File: src/rtl/trace_uart_tx.sv
// Execution-trace UART transmitter: captured writeback/memory records are queued and sent as 8N1 byte frames.
// Optional TRACE_TIMESTAMP_EN appends a 16-bit capture timestamp (13-byte frames instead of 11).

// Generic show-ahead FIFO; the caller must not push when full (unless popping) or pop when empty.
// Latency: push visible at pop_dat one cycle after the push edge.
// Backpressure: none internally, level is exported so the caller decides.
module trace_fifo #(
  parameter int DEPTH = 16,
  parameter int W     = 8
) (
  input  logic                   clk,
  input  logic                   reset,
  input  logic                   push,
  input  logic [W-1:0]           push_dat,
  input  logic                   pop,
  output logic [W-1:0]           pop_dat,
  output logic [$clog2(DEPTH):0] level
);
  localparam int AW = $clog2(DEPTH);

  logic [W-1:0]  mem [DEPTH];
  logic [AW-1:0] wptr;
  logic [AW-1:0] rptr;

  always_ff @(posedge clk) begin
    if (push) mem[wptr] <= push_dat;
  end

  always_ff @(posedge clk or negedge reset) begin
    if (!reset) begin
      wptr  <= '0;
      rptr  <= '0;
      level <= '0;
    end else begin
      if (push) wptr <= wptr + 1'b1;
      if (pop)  rptr <= rptr + 1'b1;
      if (push && !pop)      level <= level + 1'b1;
      else if (pop && !push) level <= level - 1'b1;
    end
  end

  assign pop_dat = mem[rptr];
endmodule

// Qualifies core trace activity into records, buffers them, and serializes each as a UART frame.
// Latency: capture at edge N, start bit driven after edge N+1 when idle; frame = NBYTES*10*CLKS_PER_BIT cycles.
// Backpressure: none to the core; a capture into a full FIFO with no pop is dropped and counted.
module trace_uart_tx #(
  parameter int FIFO_DEPTH   = 16,
  parameter int CLKS_PER_BIT = 868,
  parameter int DATA_W       = 32
) (
  input  logic                        clk,
  input  logic                        reset,
  input  logic                        trace_en,
  input  logic [4:0]                  reg_num,
  input  logic [DATA_W-1:0]           reg_data,
  input  logic                        reg_write_sig,
  input  logic                        wr,
  input  logic                        rd,
  input  logic [8:0]                  addr,
  input  logic [DATA_W-1:0]           wr_data,
  input  logic [DATA_W-1:0]           rd_data,
  output logic                        tx,
  output logic                        busy,
  output logic                        overflow,
  output logic [7:0]                  drop_count,
  output logic [$clog2(FIFO_DEPTH):0] fifo_level
);
  localparam int CW = $clog2(CLKS_PER_BIT);
  localparam int LW = $clog2(FIFO_DEPTH) + 1;
`ifdef TRACE_TIMESTAMP_EN
  localparam int NBYTES = 13;
`else
  localparam int NBYTES = 11;
`endif

  // Field order matches wire order, so the frame is simply the record sent MSB byte first.
  typedef struct packed {
    logic [7:0]  hdr;
    logic [7:0]  addr_hi;
    logic [7:0]  addr_lo;
    logic [31:0] mdata;
    logic [31:0] rdata;
`ifdef TRACE_TIMESTAMP_EN
    logic [15:0] ts;
`endif
  } rec_t;

  localparam int FW = $bits(rec_t);

  typedef enum logic [1:0] {IDLE, START, DATA, STOP} state_t;

  rec_t              cap_rec;
  logic [FW-1:0]     pop_dat;
  logic [DATA_W-1:0] mdata_w;
  logic              rw_ok;
  logic              capture;
  logic              full;
  logic              pop;
  logic              push;
  logic              drop;
  logic [1:0]        rst_sync;
  logic              run_ok;

  state_t        state;
  logic [CW-1:0] cnt;
  logic [2:0]    bit_idx;
  logic [3:0]    byte_idx;
  logic [FW-1:0] frame;
  logic [7:0]    cur_byte;
  logic          last_tick;

`ifdef TRACE_TIMESTAMP_EN
  logic [15:0] ts;

  always_ff @(posedge clk or negedge reset) begin
    if (!reset) ts <= '0;
    else        ts <= ts + 16'd1;
  end
`endif

  assign rw_ok   = reg_write_sig && (reg_num != 5'd0);
  assign capture = trace_en && (wr || rd || rw_ok);
  assign mdata_w = wr ? wr_data : (rd ? rd_data : '0);

  always_comb begin
    cap_rec         = '0;
    cap_rec.hdr     = {wr, rd, rw_ok, reg_num};
    cap_rec.addr_hi = {7'd0, addr[8]};
    cap_rec.addr_lo = addr[7:0];
    cap_rec.mdata   = 32'(mdata_w);
    cap_rec.rdata   = 32'(reg_data);
`ifdef TRACE_TIMESTAMP_EN
    cap_rec.ts      = ts;
`endif
  end

  // Release is synchronized so the serializer never starts on a metastable reset edge.
  always_ff @(posedge clk or negedge reset) begin
    if (!reset) rst_sync <= 2'b00;
    else        rst_sync <= {rst_sync[0], 1'b1};
  end
  assign run_ok = rst_sync[1];

  assign full = (fifo_level == LW'(FIFO_DEPTH));
  assign pop  = (state == IDLE) && run_ok && (fifo_level != '0);
  assign push = capture && (!full || pop);
  assign drop = capture && full && !pop;

  trace_fifo #(.DEPTH(FIFO_DEPTH), .W(FW)) u_fifo (
    .clk      (clk),
    .reset    (reset),
    .push     (push),
    .push_dat (cap_rec),
    .pop      (pop),
    .pop_dat  (pop_dat),
    .level    (fifo_level)
  );

  always_ff @(posedge clk or negedge reset) begin
    if (!reset) begin
      overflow   <= 1'b0;
      drop_count <= 8'd0;
    end else if (drop) begin
      overflow <= 1'b1;
      if (drop_count != 8'hFF) drop_count <= drop_count + 8'd1;
    end
  end

  assign cur_byte  = frame[FW-1 -: 8];
  assign last_tick = (cnt == CW'(CLKS_PER_BIT - 1));

  always_ff @(posedge clk or negedge reset) begin
    if (!reset) begin
      state    <= IDLE;
      tx       <= 1'b1;
      cnt      <= '0;
      bit_idx  <= '0;
      byte_idx <= '0;
      frame    <= '0;
    end else begin
      case (state)
        IDLE: begin
          tx <= 1'b1;
          if (pop) begin
            frame    <= pop_dat;
            byte_idx <= '0;
            cnt      <= '0;
            tx       <= 1'b0;
            state    <= START;
          end
        end
        START: begin
          if (last_tick) begin
            cnt     <= '0;
            bit_idx <= '0;
            tx      <= cur_byte[0];
            state   <= DATA;
          end else begin
            cnt <= cnt + 1'b1;
          end
        end
        DATA: begin
          if (last_tick) begin
            cnt <= '0;
            if (bit_idx == 3'd7) begin
              tx    <= 1'b1;
              state <= STOP;
            end else begin
              bit_idx <= bit_idx + 3'd1;
              tx      <= cur_byte[bit_idx + 3'd1];
            end
          end else begin
            cnt <= cnt + 1'b1;
          end
        end
        STOP: begin
          if (last_tick) begin
            cnt <= '0;
            if (byte_idx == 4'(NBYTES - 1)) begin
              state <= IDLE;
            end else begin
              byte_idx <= byte_idx + 4'd1;
              frame    <= frame << 8;
              tx       <= 1'b0;
              state    <= START;
            end
          end else begin
            cnt <= cnt + 1'b1;
          end
        end
        default: state <= IDLE;
      endcase
    end
  end

  assign busy = (state != IDLE) || (fifo_level != '0);
endmodule
File: config.mk
export PLATFORM = sky130hd
export DESIGN_NAME = trace_uart_tx
export DESIGN_NICKNAME = d
export VERILOG_FILES = /design/src/rtl/trace_uart_tx.sv
export SDC_FILE = /design/constraint.sdc
export NUM_CORES = 2
export LEC_CHECK = 0
export ABC_AREA = 1
export BUFFER_PORTS_ARGS = -buffer_cell sky130_fd_sc_hd__buf_2
export CORE_UTILIZATION = 45
export DETAILED_ROUTE_END_ITERATION = 10
export HOLD_SLACK_MARGIN = 0.06
export PLACE_DENSITY_LB_ADDON = 0.08
export SLEW_MARGIN = 20
export SYNTH_ARGS = -nofsm -noshare
export SYNTH_HDL_FRONTEND = slang
export SYNTH_HIERARCHICAL = 1
export SYNTH_SLANG_ARGS = --single-unit
export TNS_END_PERCENT = 30
File: constraint.sdc
create_clock -name clk -period 5.5 [get_ports clk]
set_input_delay 1.65 -clock clk [delete_from_list [all_inputs] [get_ports clk]]
set_output_delay 1.65 -clock clk [all_outputs]
set_load 0.02 [all_outputs]
==> out/qor.txt <==
Worst setup path startpoint: reg_num[3]
Mapped Area: 0.0679 mm^2
Fraction of layout cells with a size suffix above 1: 6.98%
Die height: 390 um
CTS root buf: clkbuf_16
Worst flop-to-flop path endpoint: u_fifo/mem[10][23]$_DFFE_PP_
Worst r2r path cells: 9
Setup Fix Bufs, Post-CTS: 0
Drt first pass iters: 5
Hold Violations, Final: 0
Vias in the first global route: 43,283
Sequential share of the synthesized area: 67.1%
Worst EP arrival: 4310 ps
Final-report setup violation count: 0
Period utilisation layout: 69.8%
Top cells by area, synth: edfxtp_1 (62%), nand2_1 (13%), nand3_1 (8.9%), inv_1 (6.1%), dfrtp_1 (4.8%)
Worst hold slack: 349 ps
Post-Place Setup Slack: 813 ps
R2r setup slk: 1830 ps
CP bufs+invs: 2
Final Max Slew Viols: 0
Total gr overflow: 0
Antenna Nets Post-Route: 0
Crit-path max FO: 32
Layout area overhead: 12.0%
GRT Total Usage: 23.7%
Hold Crit Class: reg -> reg
Cell Pwr Density: 511 mW/mm^2
Die Width: 390 um
Hold path depth: 0
Top cell by count, worst path: nand2_1
Post-Route Skew: 30.8 ps
CP endpoint kind: register
DR top layer: met4
Via density: 5.00
GPL Wtd Cong: 0.796
Setup_tns: 0 ps
CP required: 5970 ps
CP max stage delay: 660 ps
Status: completed
Max_slew headroom: 35.0%
Synth area leader: edfxtp_1
Final nets: 7,038
Setup crit start kind: input port
DR WL met3: 9.73 mm
Syn. warnings: 6
CP top delay family: simple AND/OR/NAND/NOR gates
RSZ-0062 raised after global routing: no
CTS Sinks: 1,540
Port bufs: 131
Latest clock arrival within the worst-skew pair: 810 ps
Post-DP HPWL: 92.1 mm
Worst slew pin tran: 975 ps
Initial antenna violation count: 2
Core area: 0.150 mm^2
Hold path start: rst_sync[0]$_DFF_PN0_
Largest net degree at the start of global routing: 160
R2r startpoint: state[0]$_DFFE_PN0P_
Syn Area/Cell: 10.0 um^2
DR WL/cell: 19.8 um
Share of the synthesized area in the top cell type: 62.3%
Cell variety after synth: 36
Final Non-Filler Cells: 9,064
Worst setup margin: 1660 ps
Cts bufs inserted: 168
P_leak: 33.3 nW
Hold Path End: rst_sync[1]$_DFF_PN0_
PostCTS Resize Cnt: 0
H-tree depth: 4
DRT iter0 DRCs: 3,670
Row cnt: 142
Ports: 132
First-pass GRT wire length: 271 mm
Slowest CP cell: nor2_4
Crit path depth: 9
Maximum vdd ir drop: 0.537 mV
Max Clk Rate: 261 MHz
Clock buffer depth: 3
DR DRC count: 0
Die area: 0.152 mm^2
Max-Cap Viols: 0
Routed vias: 45,278
Dpl cells: 8,747
WL met2: 83.4 mm
FILL cells: 13,497
Worst Setup Path Type: in -> reg
Met1 WL: 81.3 mm
TritonCTS clock tree: done
Post-Synthesis Cells: 6,762
Yosys reg bits: 1,540
Final wirelength: 179 mm
Worst-path cell chain: buf_2 > nor2_1 > nand3b_1 > nand2_1 > nand2_1 > and3b_1 > nand2_1 > nor2_4 > buf_12
Cts hold-fix bufs: 0
Final Core Density: 50.8%
Final min period: 3840 ps
Starting Density: 45.3%
Worst-path clk slew: 60 ps
[cells in the mapped netlist (all sizes together)]
| cell type | number |
|---|---|
| edfxtp | 1408 |
| nor3 | 4 |
| nand2b | 1 |
| a31o | 1 |
| or2 | 2 |
| clkinv | 2 |
| dfrtp | 131 |
| ha | 20 |
| fa | 1 |
| clkbuf | 83 |
| o21ai | 26 |
| inv | 1109 |
| conb | 2 |
| a311oi | 1 |
| nor2 | 39 |
| a22o | 1 |
| nand3b | 1 |
| nand4 | 7 |
| a21oi | 3 |
| xor2 | 13 |
| o22ai | 3 |
| o31ai | 1 |
| nand3 | 1208 |
| nand2 | 2416 |
| buf | 271 |
| dfstp | 1 |
| and3b | 1 |
| xnor2 | 6 |
[metrics by stage]
stage / total power, mW / cell area, um^2
2_1_floorplan: 24.2 / 68300
3_3_place_gp: 28.1 / 70700
3_5_place_dp: 28.2 / 70700
4_1_cts: 39.2 / 76000
5_1_grt: 41.1 / 76000
6_report: 38.8 / 76000
[registers in the layout, summed over array words and instances, names as in the netlist]
name          cells
u_fifo/wptr       4
bit_idx           3
state             2
drop_count        8
u_fifo/mem     1408
overflow          1
u_fifo/level      5
rst_sync          2
cnt              10
byte_idx          4
tx                1
frame            88
u_fifo/rptr       4
[cell families after synthesis]
group,Yosys count,synth area share (%)
AND/OR/NAND/NOR,3679,22.6
XOR/XNOR,19,0.245
other,2,0.0111
buffers and inverters,1465,9.30
adder cells (fa/ha/maj),21,0.398
flip-flops,1540,67.1
AO/OA/AOI/OAI,36,0.297
[layer usage]
layer / global-route usage [%] / vias up
met2: 37.8 / 1286
met4: 7.39 / 0
met5: 0 / -
met1: 33.4 / 21769
met3: 3.51 / 279
li1: - / 21944
[worst max path at each step]
stage / to / slack (ps)
after floorplan: u_fifo/mem[11][0]$_DFFE_PP_ / -1290
after global placement: u_fifo/mem[10][22]$_DFFE_PP_ / 770
after detailed placement: u_fifo/mem[10][16]$_DFFE_PP_ / 810
after CTS: u_fifo/mem[10][33]$_DFFE_PP_ / 1660
after global routing: u_fifo/mem[10][33]$_DFFE_PP_ / 1510
final: u_fifo/mem[10][23]$_DFFE_PP_ / 1660
[cell type report]
type | instances | area, um^2 | share of cell area, %
repair buffers | 212 | 1780 | 2.34
diodes | 2 | 5.00 | 0.00658
clock inverters | 91 | 672 | 0.884
multi-input cells | 3868 | 16600 | 21.8
well taps | 2016 | 2520 | 3.32
inverters | 1111 | 4200 | 5.52
flip-flops and latches | 1540 | 45600 | 60.0
clock buffers | 224 | 4670 | 6.15
[cell usage in the layout (no fill, tap or decap), types with 24 or more instances in the layout]
| cell type | count |
|---|---|
| dfrtp_1 | 127 |
| nand3_1 | 1208 |
| clkinv_1 | 34 |
| buf_12 | 41 |
| inv_1 | 1104 |
| clkbuf_16 | 175 |
| clkinv_2 | 38 |
| buf_4 | 40 |
| nand2_1 | 2415 |
| o21ai_0 | 24 |
| conb_1 | 113 |
| clkbuf_1 | 38 |
| buf_2 | 130 |
| edfxtp_1 | 1408 |
[report_power, final]
part	total (mW)	switching (mW)	internal (mW)
Clock	11.0	4.62	6.34
Sequential	14.9	0.745	14.2
Combinational	13.0	9.43	3.56
Note: power is estimated with default switching activity, not from simulation.
